### config.mk
export PLATFORM = sky130hd
export DESIGN_NAME = mem_stage_ctrl_flat
export DESIGN_NICKNAME = d
export VERILOG_FILES = /design/src/rtl/mem_stage_pkg.sv /design/src/rtl/mem_stage_ctrl_if.sv /design/src/rtl/mem_timeout_cnt.sv /design/src/rtl/mem_stage_ctrl.sv /design/src/flat_wrapper.sv
export SDC_FILE = /design/constraint.sdc
export NUM_CORES = 1
export LEC_CHECK = 0
export BUFFER_PORTS_ARGS = -buffer_cell sky130_fd_sc_hd__buf_2
export CAP_MARGIN = 15
export CORE_MARGIN = 2
export CORE_UTILIZATION = 45
export CTS_CLUSTER_SIZE = 14
export DETAILED_ROUTE_END_ITERATION = 12
export GPL_TIMING_DRIVEN = 0
export PLACE_DENSITY_LB_ADDON = 0.15
export SLEW_MARGIN = 0
export SYNTH_ARGS = -nofsm -noshare
export SYNTH_HDL_FRONTEND = slang
export SYNTH_SLANG_ARGS = --single-unit
### constraint.sdc
create_clock -name clk -period 2.2 [get_ports clk]
set_clock_uncertainty 0.05 [all_clocks]
set_input_delay 0.22 -clock clk [delete_from_list [all_inputs] [get_ports clk]]
set_output_delay 0.22 -clock clk [all_outputs]
set_load 0.005 [all_outputs]
### src/rtl/mem_stage_pkg.sv
// Shared types and defaults for the memory-stage access sequencer.
package mem_stage_pkg;

    localparam int unsigned ARQ_DEF              = 16;
    localparam int unsigned MEMORY_ADDR_SIZE_DEF = 13;
    localparam int unsigned TIMEOUT_DEF          = 15;

    typedef enum logic [1:0] {
        IDLE  = 2'b00,
        READ  = 2'b01,
        WRITE = 2'b10,
        DONE  = 2'b11
    } state_t;

    typedef enum logic [1:0] {
        FAULT_NONE     = 2'b00,
        FAULT_TIMEOUT  = 2'b01,
        FAULT_RANGE    = 2'b10,
        FAULT_CONFLICT = 2'b11
    } fault_code_t;

endpackage

### src/rtl/mem_stage_ctrl_if.sv
// Data-memory req/ack bus between the memory-stage sequencer (master) and the memory (slave).
interface mem_stage_ctrl_if
    import mem_stage_pkg::*;
#(
    parameter int unsigned ARQ              = ARQ_DEF,
    parameter int unsigned MEMORY_ADDR_SIZE = MEMORY_ADDR_SIZE_DEF
);
    logic                        mem_req;
    logic                        mem_we;
    logic [MEMORY_ADDR_SIZE-1:0] mem_addr;
    logic [ARQ-1:0]              mem_wdata;
    logic                        mem_ack;
    logic [ARQ-1:0]              mem_rdata;

    modport master (
        output mem_req, mem_we, mem_addr, mem_wdata,
        input  mem_ack, mem_rdata
    );

    modport slave (
        input  mem_req, mem_we, mem_addr, mem_wdata,
        output mem_ack, mem_rdata
    );
endinterface

### src/rtl/mem_timeout_cnt.sv
// Saturating wait counter; hit flags the cycle whose increment reaches TIMEOUT.
module mem_timeout_cnt
    import mem_stage_pkg::*;
#(
    parameter int unsigned TIMEOUT = TIMEOUT_DEF
) (
    input  logic clk,
    input  logic rst,
    input  logic clr,
    input  logic en,
    output logic hit
);
    localparam int unsigned CW = $clog2(TIMEOUT + 1);
    localparam logic [CW-1:0] CNT_MAX  = CW'(TIMEOUT);
    localparam logic [CW-1:0] CNT_LAST = CW'(TIMEOUT - 1);

    logic [CW-1:0] cnt_q;

    always_ff @(posedge clk or negedge rst) begin
        if (!rst) begin
            cnt_q <= '0;
        end else if (clr) begin
            cnt_q <= '0;
        end else if (en && (cnt_q != CNT_MAX)) begin
            cnt_q <= cnt_q + CW'(1);
        end
    end

    // Asserted in the TIMEOUT-th unacknowledged cycle so req is held exactly TIMEOUT cycles.
    assign hit = en && (cnt_q >= CNT_LAST);

endmodule

### src/rtl/mem_stage_ctrl.sv
// Memory-stage sequencer: turns one-cycle load/store requests into a req/ack
// transaction, stalling upstream and flagging range, conflict and timeout faults.
module mem_stage_ctrl
    import mem_stage_pkg::*;
#(
    parameter int unsigned ARQ              = ARQ_DEF,
    parameter int unsigned MEMORY_ADDR_SIZE = MEMORY_ADDR_SIZE_DEF,
    parameter int unsigned TIMEOUT          = TIMEOUT_DEF
) (
    input  logic           clk,
    input  logic           rst,
    input  logic           rd_en_in,
    input  logic           wr_en_in,
    input  logic           mux_sel_in,
    input  logic [ARQ-1:0] addr_in,
    input  logic [ARQ-1:0] data_alu_in,
    input  logic [ARQ-1:0] data_reg_in,
    input  logic           wb_en_in,
    input  logic           pc_en_in,
    mem_stage_ctrl_if.master mem,
    output logic           stall,
    output logic           rd_valid,
    output logic [ARQ-1:0] rd_data,
    output logic [ARQ-1:0] alu_result_out,
    output logic           wb_en_out,
    output logic           pc_en_out,
    output logic           fault,
    output logic [1:0]     fault_code
);
    state_t                      state_q, state_d;
    logic                        mem_req_q, mem_req_d;
    logic                        mem_we_q, mem_we_d;
    logic [MEMORY_ADDR_SIZE-1:0] mem_addr_q, mem_addr_d;
    logic [ARQ-1:0]              mem_wdata_q, mem_wdata_d;
    logic                        rd_valid_q, rd_valid_d;
    logic [ARQ-1:0]              rd_data_q, rd_data_d;
    logic                        fault_q, fault_d;
    fault_code_t                 code_q, code_d;
    fault_code_t                 err_c;
    logic                        access_c;
    logic                        busy_c;
    logic                        hit;

    assign access_c = rd_en_in | wr_en_in;
    assign busy_c   = (state_q == READ) || (state_q == WRITE);

    mem_timeout_cnt #(
        .TIMEOUT (TIMEOUT)
    ) u_timeout_cnt (
        .clk (clk),
        .rst (rst),
        .clr (state_q == IDLE),
        .en  (busy_c && !mem.mem_ack),
        .hit (hit)
    );

    // Upstream freeze and pass-through; combinational so an idle stage adds no latency.
    assign stall          = ((state_q == IDLE) && access_c) || busy_c;
    assign alu_result_out = data_alu_in;
    assign wb_en_out      = wb_en_in & ~stall;
    assign pc_en_out      = pc_en_in & ~stall;

    always_comb begin
        state_d     = state_q;
        mem_req_d   = mem_req_q;
        mem_we_d    = mem_we_q;
        mem_addr_d  = mem_addr_q;
        mem_wdata_d = mem_wdata_q;
        rd_valid_d  = 1'b0;
        rd_data_d   = rd_data_q;
        fault_d     = fault_q;
        code_d      = code_q;
        err_c       = FAULT_NONE;

        if (rd_en_in && wr_en_in) begin
            err_c = FAULT_CONFLICT;
        end else if (|addr_in[ARQ-1:MEMORY_ADDR_SIZE]) begin
            err_c = FAULT_RANGE;
        end

        case (state_q)
            IDLE: begin
                if (access_c) begin
                    mem_addr_d  = addr_in[MEMORY_ADDR_SIZE-1:0];
                    mem_wdata_d = mux_sel_in ? data_alu_in : data_reg_in;
                    if (err_c != FAULT_NONE) begin
                        state_d = DONE;
                        if (!fault_q) begin
                            fault_d = 1'b1;
                            code_d  = err_c;
                        end
                    end else begin
                        state_d   = rd_en_in ? READ : WRITE;
                        mem_req_d = 1'b1;
                        mem_we_d  = wr_en_in;
                    end
                end
            end
            READ, WRITE: begin
                if (mem.mem_ack) begin
                    state_d   = DONE;
                    mem_req_d = 1'b0;
                    mem_we_d  = 1'b0;
                    if (state_q == READ) begin
                        rd_data_d  = mem.mem_rdata;
                        rd_valid_d = 1'b1;
                    end
                end else if (hit) begin
                    state_d   = DONE;
                    mem_req_d = 1'b0;
                    mem_we_d  = 1'b0;
                    rd_data_d = '0;
                    if (!fault_q) begin
                        fault_d = 1'b1;
                        code_d  = FAULT_TIMEOUT;
                    end
                end
            end
            DONE: begin
                state_d = IDLE;
            end
            default: begin
                state_d = IDLE;
            end
        endcase
    end

    always_ff @(posedge clk or negedge rst) begin
        if (!rst) begin
            state_q     <= IDLE;
            mem_req_q   <= 1'b0;
            mem_we_q    <= 1'b0;
            mem_addr_q  <= '0;
            mem_wdata_q <= '0;
            rd_valid_q  <= 1'b0;
            rd_data_q   <= '0;
            fault_q     <= 1'b0;
            code_q      <= FAULT_NONE;
        end else begin
            state_q     <= state_d;
            mem_req_q   <= mem_req_d;
            mem_we_q    <= mem_we_d;
            mem_addr_q  <= mem_addr_d;
            mem_wdata_q <= mem_wdata_d;
            rd_valid_q  <= rd_valid_d;
            rd_data_q   <= rd_data_d;
            fault_q     <= fault_d;
            code_q      <= code_d;
        end
    end

    assign mem.mem_req   = mem_req_q;
    assign mem.mem_we    = mem_we_q;
    assign mem.mem_addr  = mem_addr_q;
    assign mem.mem_wdata = mem_wdata_q;
    assign rd_valid      = rd_valid_q;
    assign rd_data       = rd_data_q;
    assign fault         = fault_q;
    assign fault_code    = code_q;

endmodule

### src/flat_wrapper.sv
// flat-port wrapper written by rule: the top's interface ports become plain ports
module mem_stage_ctrl_flat import mem_stage_pkg::*;
#(
    parameter int unsigned ARQ              = ARQ_DEF,
    parameter int unsigned MEMORY_ADDR_SIZE = MEMORY_ADDR_SIZE_DEF,
    parameter int unsigned TIMEOUT          = TIMEOUT_DEF
)
  (clk, rst, rd_en_in, wr_en_in, mux_sel_in, addr_in, data_alu_in, data_reg_in, wb_en_in, pc_en_in, stall, rd_valid, rd_data, alu_result_out, wb_en_out, pc_en_out, fault, fault_code, mem_mem_req, mem_mem_we, mem_mem_addr, mem_mem_wdata, mem_mem_ack, mem_mem_rdata);
  mem_stage_ctrl_if #(.ARQ(ARQ), .MEMORY_ADDR_SIZE(MEMORY_ADDR_SIZE)) mem_i ();
  input  logic clk;
  input  logic rst;
  input  logic rd_en_in;
  input  logic wr_en_in;
  input  logic mux_sel_in;
  input  logic [ARQ-1:0] addr_in;
  input  logic [ARQ-1:0] data_alu_in;
  input  logic [ARQ-1:0] data_reg_in;
  input  logic wb_en_in;
  input  logic pc_en_in;
  output logic stall;
  output logic rd_valid;
  output logic [ARQ-1:0] rd_data;
  output logic [ARQ-1:0] alu_result_out;
  output logic wb_en_out;
  output logic pc_en_out;
  output logic fault;
  output logic [1:0] fault_code;
  output wire logic [$bits(mem_i.mem_req)-1:0] mem_mem_req;
  output wire logic [$bits(mem_i.mem_we)-1:0] mem_mem_we;
  output wire logic [$bits(mem_i.mem_addr)-1:0] mem_mem_addr;
  output wire logic [$bits(mem_i.mem_wdata)-1:0] mem_mem_wdata;
  input wire logic [$bits(mem_i.mem_ack)-1:0] mem_mem_ack;
  input wire logic [$bits(mem_i.mem_rdata)-1:0] mem_mem_rdata;
  assign mem_mem_req = mem_i.mem_req;
  assign mem_mem_we = mem_i.mem_we;
  assign mem_mem_addr = mem_i.mem_addr;
  assign mem_mem_wdata = mem_i.mem_wdata;
  assign mem_i.mem_ack = mem_mem_ack;
  assign mem_i.mem_rdata = mem_mem_rdata;
  mem_stage_ctrl #(.ARQ(ARQ), .MEMORY_ADDR_SIZE(MEMORY_ADDR_SIZE), .TIMEOUT(TIMEOUT)) u_core (.clk(clk), .rst(rst), .rd_en_in(rd_en_in), .wr_en_in(wr_en_in), .mux_sel_in(mux_sel_in), .addr_in(addr_in), .data_alu_in(data_alu_in), .data_reg_in(data_reg_in), .wb_en_in(wb_en_in), .pc_en_in(pc_en_in), .mem(mem_i), .stall(stall), .rd_valid(rd_valid), .rd_data(rd_data), .alu_result_out(alu_result_out), .wb_en_out(wb_en_out), .pc_en_out(pc_en_out), .fault(fault), .fault_code(fault_code));
endmodule
---- Word-level counts from Yosys, hierarchy flattened ----
Cells that the tools add are included.
word-level totals
  bits in registers ....................... 57
  bits of input ports ..................... 72
  output and inout port bits .............. 70
cells by class
  add/subtract/negate cells ............... 1
  magnitude comparators ................... 1
  equal/unequal tests ..................... 13
  multiplexer cells ....................... 37
  bitwise operators ....................... 4
  reduce and logical (&&, ||, !) cells .... 21
operator list
  kind                                                              number
  16-bit 2-to-1 mux                                                 4
  2-bit 2-to-1 mux                                                  13
  1-bit 2-to-1 mux                                                  13
  4-bit 2-to-1 mux                                                  2
  2-bit by 1-bit != test with 1-bit output (second input constant)  4
  2-bit != test (second input constant)                             4
  2-bit nonzero test                                                4
  7-bit AND reduction                                               1
  1-bit one-hot mux with 2 select lines                             3
  2-bit one-hot mux with 3 select lines                             1
  1-bit logical AND                                                 5
  5-bit AND reduction                                               1
  4-bit by 1-bit adder with 4-bit output (second input constant)    1
  2-bit == test (second input constant)                             2
  4-bit >= comparator (second input constant)                       1
  4-bit != test (second input constant)                             1
  2-bit one-hot mux with 2 select lines                             1
  2-bit AND reduction                                               2
  4-bit AND reduction                                               1
  3-bit by 2-bit != test with 1-bit output (second input constant)  1
  3-bit AND reduction                                               1
  3-bit OR reduction                                                1
  1-bit AND                                                         2
  2-bit by 1-bit == test with 1-bit output (second input constant)  1
  other kinds (6)                                                   7

---- Depth between registers and ports, before layout ----
  word-level depth ........................ 7
  gate-level depth with buffers ........... 7
  depth with buffers taken out ............ 6

---- By module ----
A second synthesis with hierarchy kept.
unflattened totals
  cell total of the unflattened synthesis .. 263
  area total of the unflattened synthesis .. 2,736.4 sq um
modules (own cells, without submodules)
  module           times used  cells an instance  area each (sq um)  seq. area each (sq um)
  mem_stage_ctrl   1           240                2,474.9            1,326.3
  mem_timeout_cnt  1           23                 261.5              100.1

---- Least setup slack after synthesis ----
No wires, ideal clock.
  kind .................................... flip-flop to flip-flop
  start point ............................. reg u_core.state_q[0]
  end point ............................... reg u_core.mem_we_q (netlist: u_core.mem.mem_we)
  library setup time ...................... 134 ps
  arrival ................................. 1,532 ps
  slack ................................... 484 ps
  cell stages (with the launch flop) ...... 8
  path buffers ............................ 1
  clock period less this slack ............ 1,716 ps
  path through ............................ dfrtp_1 inv_1 ha_1 buf_2 nor2b_1 a21oi_1 a21boi_0 o22ai_1
on the way
  longest elaborated chain between the ends .. 6
  elaborated cells on any way between the ends .. 13
  classes of those cells .................. 5 x eq/ne; 1 x mux; 7 x reduce/logical
RTL lines
  what                                                                       line                                        text
  start: declaration                                                         mem_stage_ctrl.sv:30                        state_t state_q, state_d;
  start signal: assignment                                                   mem_stage_ctrl.sv:140                       state_q <= state_d;
  2-bit by 1-bit == test with 1-bit output or 2-bit == test (tied branches)  mem_stage_ctrl.sv:45, mem_stage_ctrl.sv:81
  1-bit logical OR                                                           mem_stage_ctrl.sv:45                        assign busy_c = (state_q == READ) || (state_q == WRITE);
  1-bit logical AND                                                          mem_stage_ctrl.sv:53                        .en (busy_c && !mem.mem_ack),
  1-bit logical AND                                                          mem_timeout_cnt.sv:30                       assign hit = en && (cnt_q >= CNT_LAST);
  3-bit by 2-bit != test with 1-bit output (no line)                         -
  4-bit AND reduction (no line)                                              -
  end signal: assignment                                                     mem_stage_ctrl.sv:142                       mem_we_q <= mem_we_d;
  end: declaration                                                           mem_stage_ctrl.sv:32                        logic mem_we_q, mem_we_d;
Several ways; a longest one is shown, not always the timed one.
A chain may end at the register's enable or synchronous reset.

---- Worst setup path after layout ----
Same ends and word-level chain as after synthesis.

==> impl_results.md <==
* Slew HR at 47.3%
* Top Family by Delay on Critical Path: compound AO/OA/AOI/OAI gates
* Max Slew Vio Count at 0
* Final worst path period share at 88.9%
* GRT Residual Overflow at 0
* Fraction of layout cells with a size suffix above 1 at 47.7%
* Sink Count at 57
* Clock Tree Root: clkbuf_8
* Crit path buf inv count at 2
* Synth warn at 0
* Diode count at 0
* Drt total wl at 6320 um
* CP cell instances: inv_1, ha_1, buf_2, nor2b_1, a21oi_1, a21boi_0, o22ai_1
* Area share of the largest cell type after synthesis at 52.7%
* Inserted Clock Buffers at 9
* Internal Pwr Total at 3.05 mW
* Switching Power at 1.49 mW
* Pleak at 2.02 nW
* Worst setup path start: u_core.state_q[0]
* Die W at 81.6 um
* Worst R2R Setup Slack at 240 ps
* Hold WS at 81.5 ps
* Slowest-stage cell, CP: dfrtp_1
* Critical path required time at 2330 ps
* Top_reg_cell synth: dfrtp_1
* Crit path time final at 1960 ps
* DRT iter0 DRCs at 101
* Vias per inst at 4.83
* CTS HTree Levels at 3
* Die area at 6650 um^2
* Clk buf depth at 2
* Startpoint types: register
* Number of cell rows at 28
* Crit path to: u_core.mem.mem_we
* Post-synthesis sequential area ratio at 52.7%
* Post-synth net total at 336
* Levels on crit path at 7
* Sequential share of power at 37.4%
* TritonCTS clock tree: done
* Cells after Synth at 260
* Part of the power in the clock network at 24.4%
* Final Hold Vio Count at 0
* RSZ-0062 raised after global routing: no
* Worst Hold Launch: mem_mem_rdata[4]
* Netlist Area Pre-Place at 2710 um^2
* Reg-to-Reg Start: u_core.state_q[0]
* Final #Nets at 489
* Switching share of power at 32.9%
* Synth cell types at 35
* Post-synth EDFFs at 0
* DRC violations left at 0
* Initial antenna violation count at 0
* I/O pin count at 142
* WS Path Type: reg2reg
* Clock slew at reported path FFs at 60 ps
* Post-DRT Antenna Nets at 0
* Tot Pwr at 4.54 mW
* Port bufs at 140
* First-pass GRT wire length at 9780 um
* PwrDens at 1210 nW/um^2
* Arr. time, crit path at 2090 ps
* CP Max Fanout at 10
* HPWL Detailed at 4860 um
* Synth top cells by count: dfrtp_1 (57), o21ai_0 (36), inv_1 (26), nand2_1 (20), nand3_1 (19)
* Max cap viols at 0
* Final setup fails at 0
* Worst reg-to-reg path cell count at 7
* Die Y at 81.6 um
* Setup_tns at 0 ps
* Gr usage total at 19.3%
* Area grow syn2layout at 38.9%
* Number of global-route vias before repair at 2173
* Worst Max-Slew Pin Slew at 790 ps
* Drt first pass iters at 4
* Core area at 5850 um^2
* Initial Util at 46.3%
* Worst r2r dst: u_core.mem.mem_we
* WL/cell at 12.9 um
* Worst setup EP type: register
* Status: complete, no violations
* Hold depth at 3
* Asr flop ratio synth at 100%
* Post-CTS Setup Bufs at 0
* Layout fillers at 504
* Largest net degree at the start of global routing at 33
* Cell taking the most area after synthesis: dfrtp_1
* Combinational share of power at 38.1%
* Detailed-route via count at 2376
* Yosys reg bits at 57
* Skew-Pair Late Insertion Delay at 320 ps
* Most frequent cell after synthesis: dfrtp_1
* CP max stage delay at 350 ps
* Worst IR Drop VDD at 0.902 mV
* Post-Syn Area per Cell at 10.4 um^2
* Final Wtd Congestion at 0.776
* Hold Crit Class: in2reg
* Ranking of synthesized cells by area: dfrtp_1 (53%), mux2i_1 (6.7%), o21ai_0 (6.7%)
* Max Clk Rate at 511 MHz
## routing by layer
layer	share of wire (%)	vias up	wire length (um)	GRT usage, %
li1	-	1170	-	-
met1	42	1117	2670	23.8
met2	49	79	3110	32.2
met3	6.8	10	432	4.18
met4	1.8	0	112	9.15
met5	0	-	0	0
## area by class of cell
class | instances | area [um^2] | share of cell area [%]
buffer | 30 | 185 | 4.93
clock buffer | 13 | 169 | 4.49
clock inverter | 2 | 60.1 | 1.60
inverter | 26 | 97.6 | 2.60
multi-input combinational | 147 | 997 | 26.5
sequential | 57 | 1430 | 37.9
tap | 75 | 93.8 | 2.50
timing repair buffer | 142 | 731 | 19.4
## state kept, by name (all words and copies together) (netlist names)
signal and count:
u_core.rd_data 16, u_core.mem.mem_addr 13, u_core.rd_valid 1, u_core.fault_code 2
u_core.fault 1, u_core.mem.mem_we 1, u_core.state_q 2, u_core.mem.mem_wdata 16
u_core.mem.mem_req 1, u_core.u_timeout_cnt.cnt_q 4
## worst min path at each step
stage,end
6_report,u_core.rd_data[4]
5_1_grt,u_core.mem.mem_addr[0]
4_1_cts,u_core.mem.mem_addr[8]
3_5_place_dp,u_core.state_q[0]
3_3_place_gp,u_core.mem.mem_addr[10]
2_1_floorplan,u_core.fault
## stage by stage
stage / worst slack (ps) / util (%) / std cells / instance area [um^2]
4_1_cts: 228 / 64.3 / 492 / 3760
3_3_place_gp: 257 / 59.8 / 475 / 3500
3_5_place_dp: 261 / 60.2 / 476 / 3520
6_report: 245 / 64.3 / 492 / 3760
2_1_floorplan: 484 / - / 260 / 2710
5_1_grt: 111 / 64.3 / 492 / 3760
## cell families after synthesis
kind of cell | synth area share (%)
buf+inv | 10.4
xor+xnor | 0.971
compound gates | 11.9
fa+ha+maj | 1.85
flops | 52.7
simple gates | 10.0
mux | 12.1
## worst reg2reg max path, delay by kind of cell (launching register included)
kind                       cells  cell delay (ps)
AOI/OAI and AO/OA              3              730
adders and majority gates      1              300
buffers and inverters          2              240
DFF                            1              350
and+or+nand+nor                1              160
## power groups by stage
stage | clock network (mW) | registers (mW) | logic, mW
2_1_floorplan | 0 | 1.76 | 0.939
4_1_cts | 1.13 | 1.70 | 1.76
6_report | 1.11 | 1.70 | 1.73
5_1_grt | 1.18 | 1.76 | 1.98
3_5_place_dp | 0 | 1.72 | 1.75
3_3_place_gp | 0 | 1.70 | 1.71
## layout by cell type, fill, tap and decap left out, types with 2 or more instances in the layout
cell         n
o21a_1       2
nand2b_1     3
nor2_1       7
a21oi_1      2
buf_4       16
clkbuf_1     4
ha_1         4
o21ai_0     36
o22ai_1      2
mux2i_1     18
buf_2      150
clkbuf_8    12
mux2_2      13
nand2_1     20
xnor2_1      2
inv_1       26
nand3_1     19
dfrtp_1     57
bufinv_16    2
a31oi_1      3
## repair_timing
| item | in CTS | in global routing |
|---|---|---|
| endpoints found under the hold margin | 31 | 0 |
| hold buffers | 1 | 0 |
| setup endpoints to repair | 0 | 0 |
| resized for setup | 0 | 0 |
No activity file was read; power rests on OpenSTA's default activity.
